**src/rtl/pulse_train_gen_pkg.sv**
```systemverilog
// ---------------------------------------------------------------------------
// pulse_train_gen_pkg
// Shared definitions for the pulse train generator: FSM state encoding,
// default field widths and the electrical sense of the output pin.
// ---------------------------------------------------------------------------
package pulse_train_gen_pkg;

   localparam int unsigned DEFAULT_LEN_WIDTH = 16;
   localparam int unsigned DEFAULT_NUM_WIDTH = 16;

   // The pin is active-low, so it idles high to match the inverted sense on the input side.
   localparam logic PIN_ASSERTED = 1'b0;
   localparam logic PIN_RELEASED = ~PIN_ASSERTED;

   typedef enum logic [1:0] {
      ST_IDLE   = 2'd0,
      ST_ASSERT = 2'd1,
      ST_GAP    = 2'd2
   } state_e;

endpackage : pulse_train_gen_pkg

```
**src/rtl/pulse_train_gen_phase_down_counter.sv**
```systemverilog
// ---------------------------------------------------------------------------
// phase_down_counter
// Loadable down-counter that times one phase (asserted or released) of a
// pulse. It is loaded with (length - 1) and counts down to zero. It holds at
// zero and never wraps. tc_o is high while the count is zero, which marks
// the last cycle of the phase.
//
// Ports:
//   clk_i       clock
//   rst_i       asynchronous active-low reset (count -> 0)
//   load_i      load load_val_i (has priority over en_i)
//   load_val_i  value to load, phase length minus one
//   en_i        decrement enable
//   tc_o        terminal count, high when count == 0
// ---------------------------------------------------------------------------
module phase_down_counter
   import pulse_train_gen_pkg::*;
#(
   parameter int unsigned WIDTH = DEFAULT_LEN_WIDTH
) (
   input  logic             clk_i,
   input  logic             rst_i,
   input  logic             load_i,
   input  logic [WIDTH-1:0] load_val_i,
   input  logic             en_i,
   output logic             tc_o
);

   logic [WIDTH-1:0] count_q;
   logic [WIDTH-1:0] count_d;

   always_comb begin
      count_d = count_q;
      if (load_i) begin
         count_d = load_val_i;
      end else if (en_i && (count_q != '0)) begin
         count_d = count_q - WIDTH'(1);
      end
   end

   // NOTE: state registers use non-blocking assignments so every flop samples
   // the pre-edge values regardless of process ordering.
   always_ff @(posedge clk_i or negedge rst_i) begin
      if (!rst_i) begin
         count_q <= '0;
      end else begin
         count_q <= count_d;
      end
   end

   assign tc_o = (count_q == '0);

endmodule : phase_down_counter

```
**src/rtl/pulse_train_gen.sv**
```systemverilog
// ---------------------------------------------------------------------------
// pulse_train_gen
// Drives an active-low pin with a train of N clean pulses. Each pulse holds
// the pin low for H cycles and then high for L cycles, with
// H = max(high_len_i,1) and L = max(low_len_i,1). Every train ends with a
// full release gap, so back-to-back trains always keep a release time between
// them. All outputs are registered.
//
// Ports:
//   clk_i       clock, all logic on posedge
//   rst_i       asynchronous active-low reset
//   start_i     start request, sampled only in IDLE
//   abort_i     synchronous abort, highest priority after reset
//   high_len_i  asserted (pin low) length, latched at start
//   low_len_i   released (pin high) length, latched at start
//   num_i       number of pulses, latched at start (0 -> immediate done)
//   pin_o       active-low pulse output, 1 = released/idle
//   pulse_o     1-cycle strobe in the first asserted cycle of each pulse
//   busy_o      high while a train is in progress
//   done_o      1-cycle strobe after a train completes normally
// ---------------------------------------------------------------------------
module pulse_train_gen
   import pulse_train_gen_pkg::*;
#(
   parameter int unsigned LEN_WIDTH = DEFAULT_LEN_WIDTH,
   parameter int unsigned NUM_WIDTH = DEFAULT_NUM_WIDTH
) (
   input  logic                 clk_i,
   input  logic                 rst_i,
   input  logic                 start_i,
   input  logic                 abort_i,
   input  logic [LEN_WIDTH-1:0] high_len_i,
   input  logic [LEN_WIDTH-1:0] low_len_i,
   input  logic [NUM_WIDTH-1:0] num_i,
   output logic                 pin_o,
   output logic                 pulse_o,
   output logic                 busy_o,
   output logic                 done_o
);

   state_e               state_q,  state_d;
   logic                 pin_q,    pin_d;
   logic                 pulse_q,  pulse_d;
   logic                 busy_q,   busy_d;
   logic                 done_q,   done_d;
   // Phase lengths are stored as (length - 1), the counter reload value.
   logic [LEN_WIDTH-1:0] high_m1_q, high_m1_d;
   logic [LEN_WIDTH-1:0] low_m1_q,  low_m1_d;
   // Pulses still to be emitted, including the one in progress.
   logic [NUM_WIDTH-1:0] remain_q,  remain_d;

   logic                 cnt_load;
   logic [LEN_WIDTH-1:0] cnt_load_val;
   logic                 cnt_en;
   logic                 cnt_tc;

   // A zero length behaves as one cycle, so its reload value is 0 as well.
   logic [LEN_WIDTH-1:0] high_in_m1;
   logic [LEN_WIDTH-1:0] low_in_m1;
   assign high_in_m1 = (high_len_i == '0) ? '0 : high_len_i - LEN_WIDTH'(1);
   assign low_in_m1  = (low_len_i  == '0) ? '0 : low_len_i  - LEN_WIDTH'(1);

   phase_down_counter #(
      .WIDTH (LEN_WIDTH)
   ) u_phase_cnt (
      .clk_i      (clk_i),
      .rst_i      (rst_i),
      .load_i     (cnt_load),
      .load_val_i (cnt_load_val),
      .en_i       (cnt_en),
      .tc_o       (cnt_tc)
   );

   // NOTE: every signal written here gets a default first, so no path leaves
   // one unassigned and no latch is inferred.
   always_comb begin
      state_d      = state_q;
      pin_d        = pin_q;
      pulse_d      = 1'b0;
      busy_d       = busy_q;
      done_d       = 1'b0;
      high_m1_d    = high_m1_q;
      low_m1_d     = low_m1_q;
      remain_d     = remain_q;
      cnt_load     = 1'b0;
      cnt_load_val = '0;
      cnt_en       = 1'b0;

      if (abort_i) begin
         state_d = ST_IDLE;
         pin_d   = PIN_RELEASED;
         busy_d  = 1'b0;
      end else begin
         unique case (state_q)
            ST_IDLE: begin
               if (start_i) begin
                  if (num_i != '0) begin
                     high_m1_d    = high_in_m1;
                     low_m1_d     = low_in_m1;
                     remain_d     = num_i;
                     state_d      = ST_ASSERT;
                     pin_d        = PIN_ASSERTED;
                     pulse_d      = 1'b1;
                     busy_d       = 1'b1;
                     cnt_load     = 1'b1;
                     cnt_load_val = high_in_m1;
                  end else begin
                     done_d = 1'b1;
                  end
               end
            end

            ST_ASSERT: begin
               if (cnt_tc) begin
                  state_d      = ST_GAP;
                  pin_d        = PIN_RELEASED;
                  cnt_load     = 1'b1;
                  cnt_load_val = low_m1_q;
               end else begin
                  cnt_en = 1'b1;
               end
            end

            ST_GAP: begin
               if (cnt_tc) begin
                  // Comparing against 1 before decrementing keeps an all-ones
                  // count free of any overflow.
                  remain_d = remain_q - NUM_WIDTH'(1);
                  if (remain_q == NUM_WIDTH'(1)) begin
                     state_d = ST_IDLE;
                     busy_d  = 1'b0;
                     done_d  = 1'b1;
                  end else begin
                     state_d      = ST_ASSERT;
                     pin_d        = PIN_ASSERTED;
                     pulse_d      = 1'b1;
                     cnt_load     = 1'b1;
                     cnt_load_val = high_m1_q;
                  end
               end else begin
                  cnt_en = 1'b1;
               end
            end

            default: begin
               state_d = ST_IDLE;
               pin_d   = PIN_RELEASED;
               busy_d  = 1'b0;
            end
         endcase
      end
   end

   always_ff @(posedge clk_i or negedge rst_i) begin
      if (!rst_i) begin
         state_q   <= ST_IDLE;
         pin_q     <= PIN_RELEASED;
         pulse_q   <= 1'b0;
         busy_q    <= 1'b0;
         done_q    <= 1'b0;
         high_m1_q <= '0;
         low_m1_q  <= '0;
         remain_q  <= '0;
      end else begin
         state_q   <= state_d;
         pin_q     <= pin_d;
         pulse_q   <= pulse_d;
         busy_q    <= busy_d;
         done_q    <= done_d;
         high_m1_q <= high_m1_d;
         low_m1_q  <= low_m1_d;
         remain_q  <= remain_d;
      end
   end

   assign pin_o   = pin_q;
   assign pulse_o = pulse_q;
   assign busy_o  = busy_q;
   assign done_o  = done_q;

endmodule : pulse_train_gen

```
**config.mk**
```make
export PLATFORM = sky130hd
export DESIGN_NAME = pulse_train_gen
export DESIGN_NICKNAME = d
export VERILOG_FILES = /design/src/rtl/pulse_train_gen_pkg.sv /design/src/rtl/pulse_train_gen_phase_down_counter.sv /design/src/rtl/pulse_train_gen.sv
export SDC_FILE = /design/constraint.sdc
export NUM_CORES = 1
export LEC_CHECK = 0
export CORE_ASPECT_RATIO = 2
export CORE_MARGIN = 2
export CORE_UTILIZATION = 54
export CTS_CLUSTER_DIAMETER = 40
export DETAILED_ROUTE_END_ITERATION = 16
export DONT_BUFFER_PORTS = 1
export PLACE_DENSITY = 0.8
export SETUP_SLACK_MARGIN = 0.3
export SLEW_MARGIN = 20
export SYNTH_ARGS = -nofsm -noshare
export SYNTH_HDL_FRONTEND = slang
export SYNTH_HIERARCHICAL = 1
export SYNTH_SLANG_ARGS = --single-unit
```
**constraint.sdc**
```tcl
create_clock -name clk_i -period 4.3 [get_ports clk_i]
set_input_delay 0.215 -clock clk_i [delete_from_list [all_inputs] [get_ports clk_i]]
set_output_delay 0.215 -clock clk_i [all_outputs]
set_load 0.01 [all_outputs]
```
==> results of run 1 <==
synthesized netlist by cell type (all sizes together), types with 3 or more instances:
master	number
a21oi	43
a22oi	16
a31oi	11
and2	5
and3	4
and4	3
buf	10
clkbuf	20
dfrtp	69
ha	10
inv	21
mux2i	6
nand2	52
nand2b	13
nand3	5
nand4	5
nand4b	3
nor2	50
nor2b	7
nor3	22
nor4	19
nor4b	3
o21ai	43
o22a	7
o31ai	19
o41ai	3
or2	4
or3	12
or4	11
xnor2	8
xor2	16
state kept, by name, summed over array words and instances (netlist names):
name and count:
high_m1_q 16, low_m1_q 16, remain_q 16, u_phase_cnt/count_q 16, state_q 2, busy_o 1
done_o 1, pin_o 1, pulse_o 1
cell usage in the layout (no fill, tap or decap), types with 4 or more instances in the layout:
cell type and count:
a21oi_1 43, a22oi_1 16, a31oi_1 11, and2_1 5, and3_1 4, buf_4 9
clkbuf_1 4, clkbuf_16 9, dfrtp_1 69, dlygate4sd3_1 4, ha_1 10, inv_1 21
mux2i_1 6, nand2_1 52, nand2b_1 13, nand3_1 5, nand4_1 5, nor2_1 50
nor2b_1 6, nor3_1 21, nor4_1 16, o21ai_0 37, o21ai_1 6, o22a_1 7
o31ai_1 18, or3_1 12, or4_1 9, xnor2_1 8, xor2_1 16
routing by layer:
metal	routed length (um)	global-route usage
met5	0	0
met4	480	0.1442
met3	518	0.04688
met2	6482	0.5016
met1	4033	0.2360
final timing paths:
| path | start | to | slack, ps | cells after the start |
|---|---|---|---|---|
| min in group asynchronous | rst_i | remain_q[3] | 440 | 2 |
| max in group asynchronous | rst_i | pin_o | 3560 | 2 |
| min | low_len_i[14] | low_m1_q[14] | 40 | 2 |
| max reg2reg | u_phase_cnt/count_q[0] | u_phase_cnt/count_q[11] | 950 | 13 |
| min reg2reg | high_m1_q[7] | high_m1_q[7] | 480 | 2 |
| max | u_phase_cnt/count_q[0] | u_phase_cnt/count_q[11] | 950 | 13 |
power by group through the flow:
stage / logic [mW] / clock network, mW / registers (mW)
global placement: 0.906 / 0 / 1.23
global route: 1.10 / 0.765 / 1.29
CTS: 0.970 / 0.736 / 1.24
finish: 0.969 / 0.729 / 1.25
detailed placement: 0.948 / 0 / 1.25
floorplan: 0.790 / 0 / 1.16
cells by family (layout without fill, tap and decap cells):
group	Yosys count	after routing
AOI/OAI and AO/OA	161	161
xor gates and xnor gates	24	24
adders and majority gates	10	10
buffers and inverters	51	51
DFF	70	70
muxes	8	8
and+or+nand+nor	228	228
per-stage QoR:
stage | util | cells | hold slack, ps
2_1_floorplan | - | 552 | -80.59
3_3_place_gp | 0.5647 | 629 | -79.12
3_5_place_dp | 0.5647 | 629 | -79.18
4_1_cts | 0.6074 | 650 | 34.49
5_1_grt | 0.6074 | 650 | 61.27
6_report | 0.6074 | 650 | 37.15
layout make-up:
class,count,area [um^2],share of cell area
repair buffers,14,135.1,0.02664
clock buffers,14,254.0,0.05007
flip-flops and latches,70,1753,0.3456
well taps,98,122.6,0.02417
multi-input cells,431,2694,0.5311
clock inverters,2,35.03,0.006907
inverters,21,78.83,0.01554
==> summary.txt, run 1 <==
Setup path
  – Crit. End Element: flop
  – Critical path's slowest cell: nor4b_1
  – CP Class: flop to flop
  – Crit-path max FO: 15
  – CP Buf/Inv Count: 4
  – Req. time, crit path: 4480 ps
  – CP Launch Type: flop
  – Critical path arrival: 3540 ps
  – CP delay by family, top: simple AND/OR/NAND/NOR gates
  – Cell Chain, Critical Path: inv_1, ha_1, nor4b_1, nand4_1, inv_1, nand2_1, nor2_1, buf_4, nor3_1, nor2_1, inv_1, nor2_1, a31oi_1
  – Max incr delay on CP: 620 ps

Power
  – Cell area power density: 582.0 nW/um^2
  – Power, Total: 2.952 mW
  – Power Internal: 1.832 mW
  – Leak: 1.999 nW
  – Max IR drop VDD: 0.0003767 V
  – Clk network pwr share: 0.247
  – Net Switching: 1.121 mW
  – Switching Share: 0.3796
  – Seq pwr share: 0.425
  – Comb power frac: 0.328

Drt
  – Antenna Nets Post-Route: 0
  – DRC viols: 0
  – First DRT Iteration DRCs: 198
  – DR pass1 iterations: 5
  – Post-Route WL: 11520 um
  – Vias per inst: 6.552
  – Via Count: 4259
  – WL/cell: 17.72 um

Synthesis
  – Yosys warns: 6
  – Largest family of logic cells by synthesized area: simple AND/OR/NAND/NOR gates
  – Top FF cell, synth: dfrtp_1
  – Cells after synthesis: 552
  – Adder-cell share of the synthesized area: 0.02690
  – Yosys reg bits: 70
  – Top post-synthesis cells by area: dfrtp_1 37%, a21oi_1 4.6%, nand2_1 4.2%, nor2_1 4.0%, o21ai_0 4.0%
  – Register area share after synthesis: 0.3769
  – Post-synth EDFFs: 0
  – Mean Syn Cell Area: 8.425 um^2
  – Syn_nets: 614
  – Simple-gate portion of the synthesized area: 0.2669
  – Cell accounting for the most synthesized area: dfrtp_1
  – Distinct cell type count after synthesis: 67
  – XOR/XNOR Fraction of Synth Area: 0.04520
  – Synth top area share: 0.3713
  – Post-synthesis cell area: 4651 um^2
  – Post-synthesis mux area share: 0.01776
  – Asr flop ratio synth: 1.000
  – Synth Area in Compound Gates: 0.2225

Clock network
  – CTS tree: done
  – Clk buf depth: 2
  – Reg clk slew, reported paths: 60 ps
  – Post-CTS Resized: 0
  – Root buffer cell: clkbuf_16
  – Worst skew pair latency: 340 ps
  – Post-CTS Setup Bufs: 0
  – Inserted Clock Buffers: 9
  – CTS Hold Bufs: 5
  – # clock sinks: 70
  – H-tree depth: 3

Timing
  – Max-Slew Margin vs Limit: 0.2827
  – Post-Route Skew: 5.394 ps
  – RSZ-0062 raised after global routing: no
  – Slew @ Worst Pin: 1068 ps
  – Tmin final: 3352 ps
  – Final Hold Fails: 0
  – Pins Over Slew Limit: 0
  – Setup tns final: 0 ps
  – Final worst setup slack: 947.8 ps
  – Fmax: 298.3 MHz
  – Final setup vio count: 0
  – Period utilisation layout: 0.7796

Floorplan
  – Initial Util: 0.5569
  – Die Ht: 135.2 um
  – Die width: 69.62 um
  – Area of the die: 9415 um^2
  – FP Rows: 47
  – Core Area: 8351 um^2
  – Io pins: 56

Layout
  – # diodes: 0
  – Finished Cell Area: 5072 um^2
  – P&R area growth vs syn: 9.066%
  – Final nets: 609
  – Fillers: 729
  – Fraction of layout instances using a drive strength above 1: 0.07065

Run status
  – Status: complete, no violations

Placed design
  – Place WS: 1049 ps
  – DP Area: 4716 um^2
  – HPWL Detailed: 8710 um
  – Port bufs: 0
  – Routability cong.: 0.9454

GRT
  – GRT Overall Usage: 0.2539
  – First-pass GRT wire length: 19330 um
  – Initial antenna violation count: 0
  – Grt total ovfl: 0
  – Vias in the first global route: 4445
  – Largest net degree at the start of global routing: 71

Run
  – Max Cap Viol: 0

Hold path
  – Worst hold path class: input pin to flop
Power figures use the tool's default switching activity.
==> run 2: changes to the inputs <==
- ABC_AREA: not set -> 1
- PLACE_DENSITY: 0.8 -> 0.83
- clock period: 4.3 -> 3 ns (I/O delays scaled with it)
==> run 2 against run 1 <==
Clock power increased by 58%. First-iteration DRC count increased by 59%. Via count increased by 29%.
==> summary.txt, run 2 <==
Run status
  – Status: complete, no violations

Drt
  – Antenna Nets Post-Route: 0
  – Post-Route WL: 14670 um
  – Vias per inst: 5.523
  – DR pass1 iterations: 5
  – Via Count: 5484
  – WL/cell: 14.77 um
  – First DRT Iteration DRCs: 314
  – DRC viols: 0

Synthesis
  – Asr flop ratio synth: 1.000
  – Yosys warns: 6
  – Syn_nets: 905
  – Synth top area share: 0.3190
  – Register area share after synthesis: 0.3239
  – Mean Syn Cell Area: 6.421 um^2
  – Top post-synthesis cells by count: 283 x nand2_1, 133 x nor2_1, 90 x nand3_1
  – Top FF cell, synth: dfrtp_1
  – Top post-synthesis cells by area: dfrtp_1 32%, nand2_1 20%, nor2_1 9.2%, nand3_1 8.3%, inv_1 5.0%
  – Post-synthesis cell area: 5413 um^2
  – Cell accounting for the most synthesized area: dfrtp_1
  – Post-synth EDFFs: 0
  – Most common cell in the netlist: nand2_1
  – Distinct cell type count after synthesis: 43
  – Yosys reg bits: 70
  – Cells after synthesis: 843

Clock network
  – Inserted Clock Buffers: 9
  – Reg clk slew, reported paths: 60 ps
  – Worst skew pair latency: 340 ps
  – CTS tree: done
  – Root buffer cell: clkbuf_16
  – # clock sinks: 70
  – Clk buf depth: 2
  – H-tree depth: 3

Timing
  – Final Hold Fails: 0
  – Tmin final: 2588 ps
  – Max-Slew Margin vs Limit: 0.6065
  – Final worst setup slack: 412.3 ps
  – Setup tns final: 0 ps
  – RSZ-0062 raised after global routing: no
  – Fmax: 386.4 MHz
  – Final setup vio count: 0
  – Post-Route Skew: 7.013 ps
  – Pins Over Slew Limit: 0
  – Slew @ Worst Pin: 588.9 ps
  – Period utilisation layout: 0.8626
  – Hold slack: 0.8965 ps

Setup path
  – Critical path's slowest cell: dfrtp_1
  – Start point of the critical path: u_phase_cnt/count_q[0]
  – Critical path arrival: 2860 ps
  – Cell Chain, Critical Path: inv_2, ha_4, inv_2, nor2_2, nand3_2, nor2_4, nand2_2, nor4_4, buf_4, nand2_2, inv_4, buf_8, nand2_1, nand2_1, nor2_1, nor2_1, nand2_1, nand2_1, nand2_1, nand2_1
  – Crit. End Element: flop
  – Crit Reg-Reg Startpoint: u_phase_cnt/count_q[0]
  – Crit-path max FO: 8
  – Req. time, crit path: 3270 ps
  – CP Buf/Inv Count: 5
  – CP delay by family, top: simple AND/OR/NAND/NOR gates
  – CP Launch Type: flop
  – Most numerous cell on the critical path: nand2_1
  – CP Class: flop to flop
  – Max incr delay on CP: 390 ps

Power
  – Cell area power density: 848.6 nW/um^2
  – Max IR drop VDD: 0.0004426 V
  – Leak: 3.018 nW

Layout
  – Commonest non-fill, non-tap cell in the layout: nand2_1
  – Final core area utilization: 0.6262
  – Fraction of layout instances using a drive strength above 1: 0.1266
  – Highest-count cells in the layout ignoring fill and taps: 279 x nand2_1, 132 x nor2_1, 87 x nand3_1
  – # diodes: 0
  – Final nets: 918
  – P&R area growth vs syn: 12.94%
  – Non-Filler Instances: 993

Run
  – Max Cap Viol: 0

Hold path
  – Hold path start: low_len_i[0]
  – Worst hold path class: input pin to flop

Floorplan
  – Area of the die: 10890 um^2
  – Initial Util: 0.5544
  – FP Rows: 51
  – Die Ht: 145.6 um
  – Die width: 74.80 um
  – Core Area: 9763 um^2
  – Io pins: 56

Placed design
  – Routability cong.: 0.8798
  – Port bufs: 0
  – Place WS: 238.8 ps
  – Dpl cells: 957
  – HPWL Detailed: 10610 um

GRT
  – GRT Overall Usage: 0.2781
  – Grt total ovfl: 0
  – Vias in the first global route: 5391
  – Largest net degree at the start of global routing: 71
  – First-pass GRT wire length: 23720 um
  – Initial antenna violation count: 0
run 2: cell types whose count changed in the layout (fill, tap and decap cells not counted), moves of 12 or more:
cell,change
nand2_1,+227
nand3_1,+82
nor2_1,+82
inv_1,+46
a21oi_1,-38
nor3_1,-18
o31ai_1,-17
nor2_2,+16
nor4_1,-16
a22oi_1,-15
nand2b_1,-13
or3_1,-12
run 2: cell families (layout without fill, tap and decap cells):
| family | Yosys count | count (layout) | synth area share |
|---|---|---|---|
| buffers and inverters | 103 | 121 | 0.08368 |
| XOR/XNOR | 20 | 20 | 0.03236 |
| flip-flops | 70 | 70 | 0.3239 |
| AND/OR/NAND/NOR | 569 | 569 | 0.4602 |
| adder cells (fa/ha/maj) | 10 | 10 | 0.02312 |
| AO/OA/AOI/OAI | 71 | 71 | 0.07675 |
run 2: metal layers:
layer,track usage,vias up,routed length (um)
met5,0,-,0
met2,0.5075,204,8050
met3,0.04571,64,612
met4,0.2009,0,982
li1,-,2682,-
met1,0.2596,2534,5023
run 2: layout make-up:
type,instances,area (um^2)
repair inverters,2,17.52
fillers,872,3650
flip-flops and latches,70,1753
inverters,79,317.8
multi-input cells,670,3273
clock inverters,4,70.07
clock buffers,12,246.5
repair buffers,24,270.3
well taps,132,165.2
run 2: where the power goes:
group          total, mW  leakage (nW)  internal (mW)  switching, mW
clock               1.15         0.157          0.748          0.398
combinational       2.24          1.99          0.795           1.45
sequential          1.80         0.874           1.39          0.412
total               5.19          3.02           2.93           2.26
run 2: tightest hold or removal path, delay by kind of cell:
family	cells	cell delay, ps
buf+inv	1	40
simple gates	2	110
run 2: path summary, 6_finish.rpt:
check                                           to  slack, ps  depth (start not counted)
max                        u_phase_cnt/count_q[11]        410                         20
min in group asynchronous              remain_q[9]        360                          2
max reg2reg                u_phase_cnt/count_q[11]        410                         20
max in group asynchronous  u_phase_cnt/count_q[11]       2310                          2
min                                    low_m1_q[0]        0.9                          3
min reg2reg                           low_m1_q[14]        480                          2
run 2: metrics by stage:
| stage | cell area (um^2) | power (mW) |
|---|---|---|
| floorplan | 5470 | 3.462 |
| global placement | 5524 | 3.853 |
| detailed placement | 5524 | 3.906 |
| CTS | 5968 | 5.098 |
| global route | 6113 | 5.582 |
| finish | 6113 | 5.188 |
run 2: repair_timing:
action | 4_1_cts | 5_1_grt
gates resized for setup | 0 | 21
cloned | 0 | 3
buffers inserted | 0 | 6
pin swaps | 1 | 7
hold buffers | 11 | 0
hold endpoints to repair | 80 | 0
setup endpoints to repair | 13 | 20
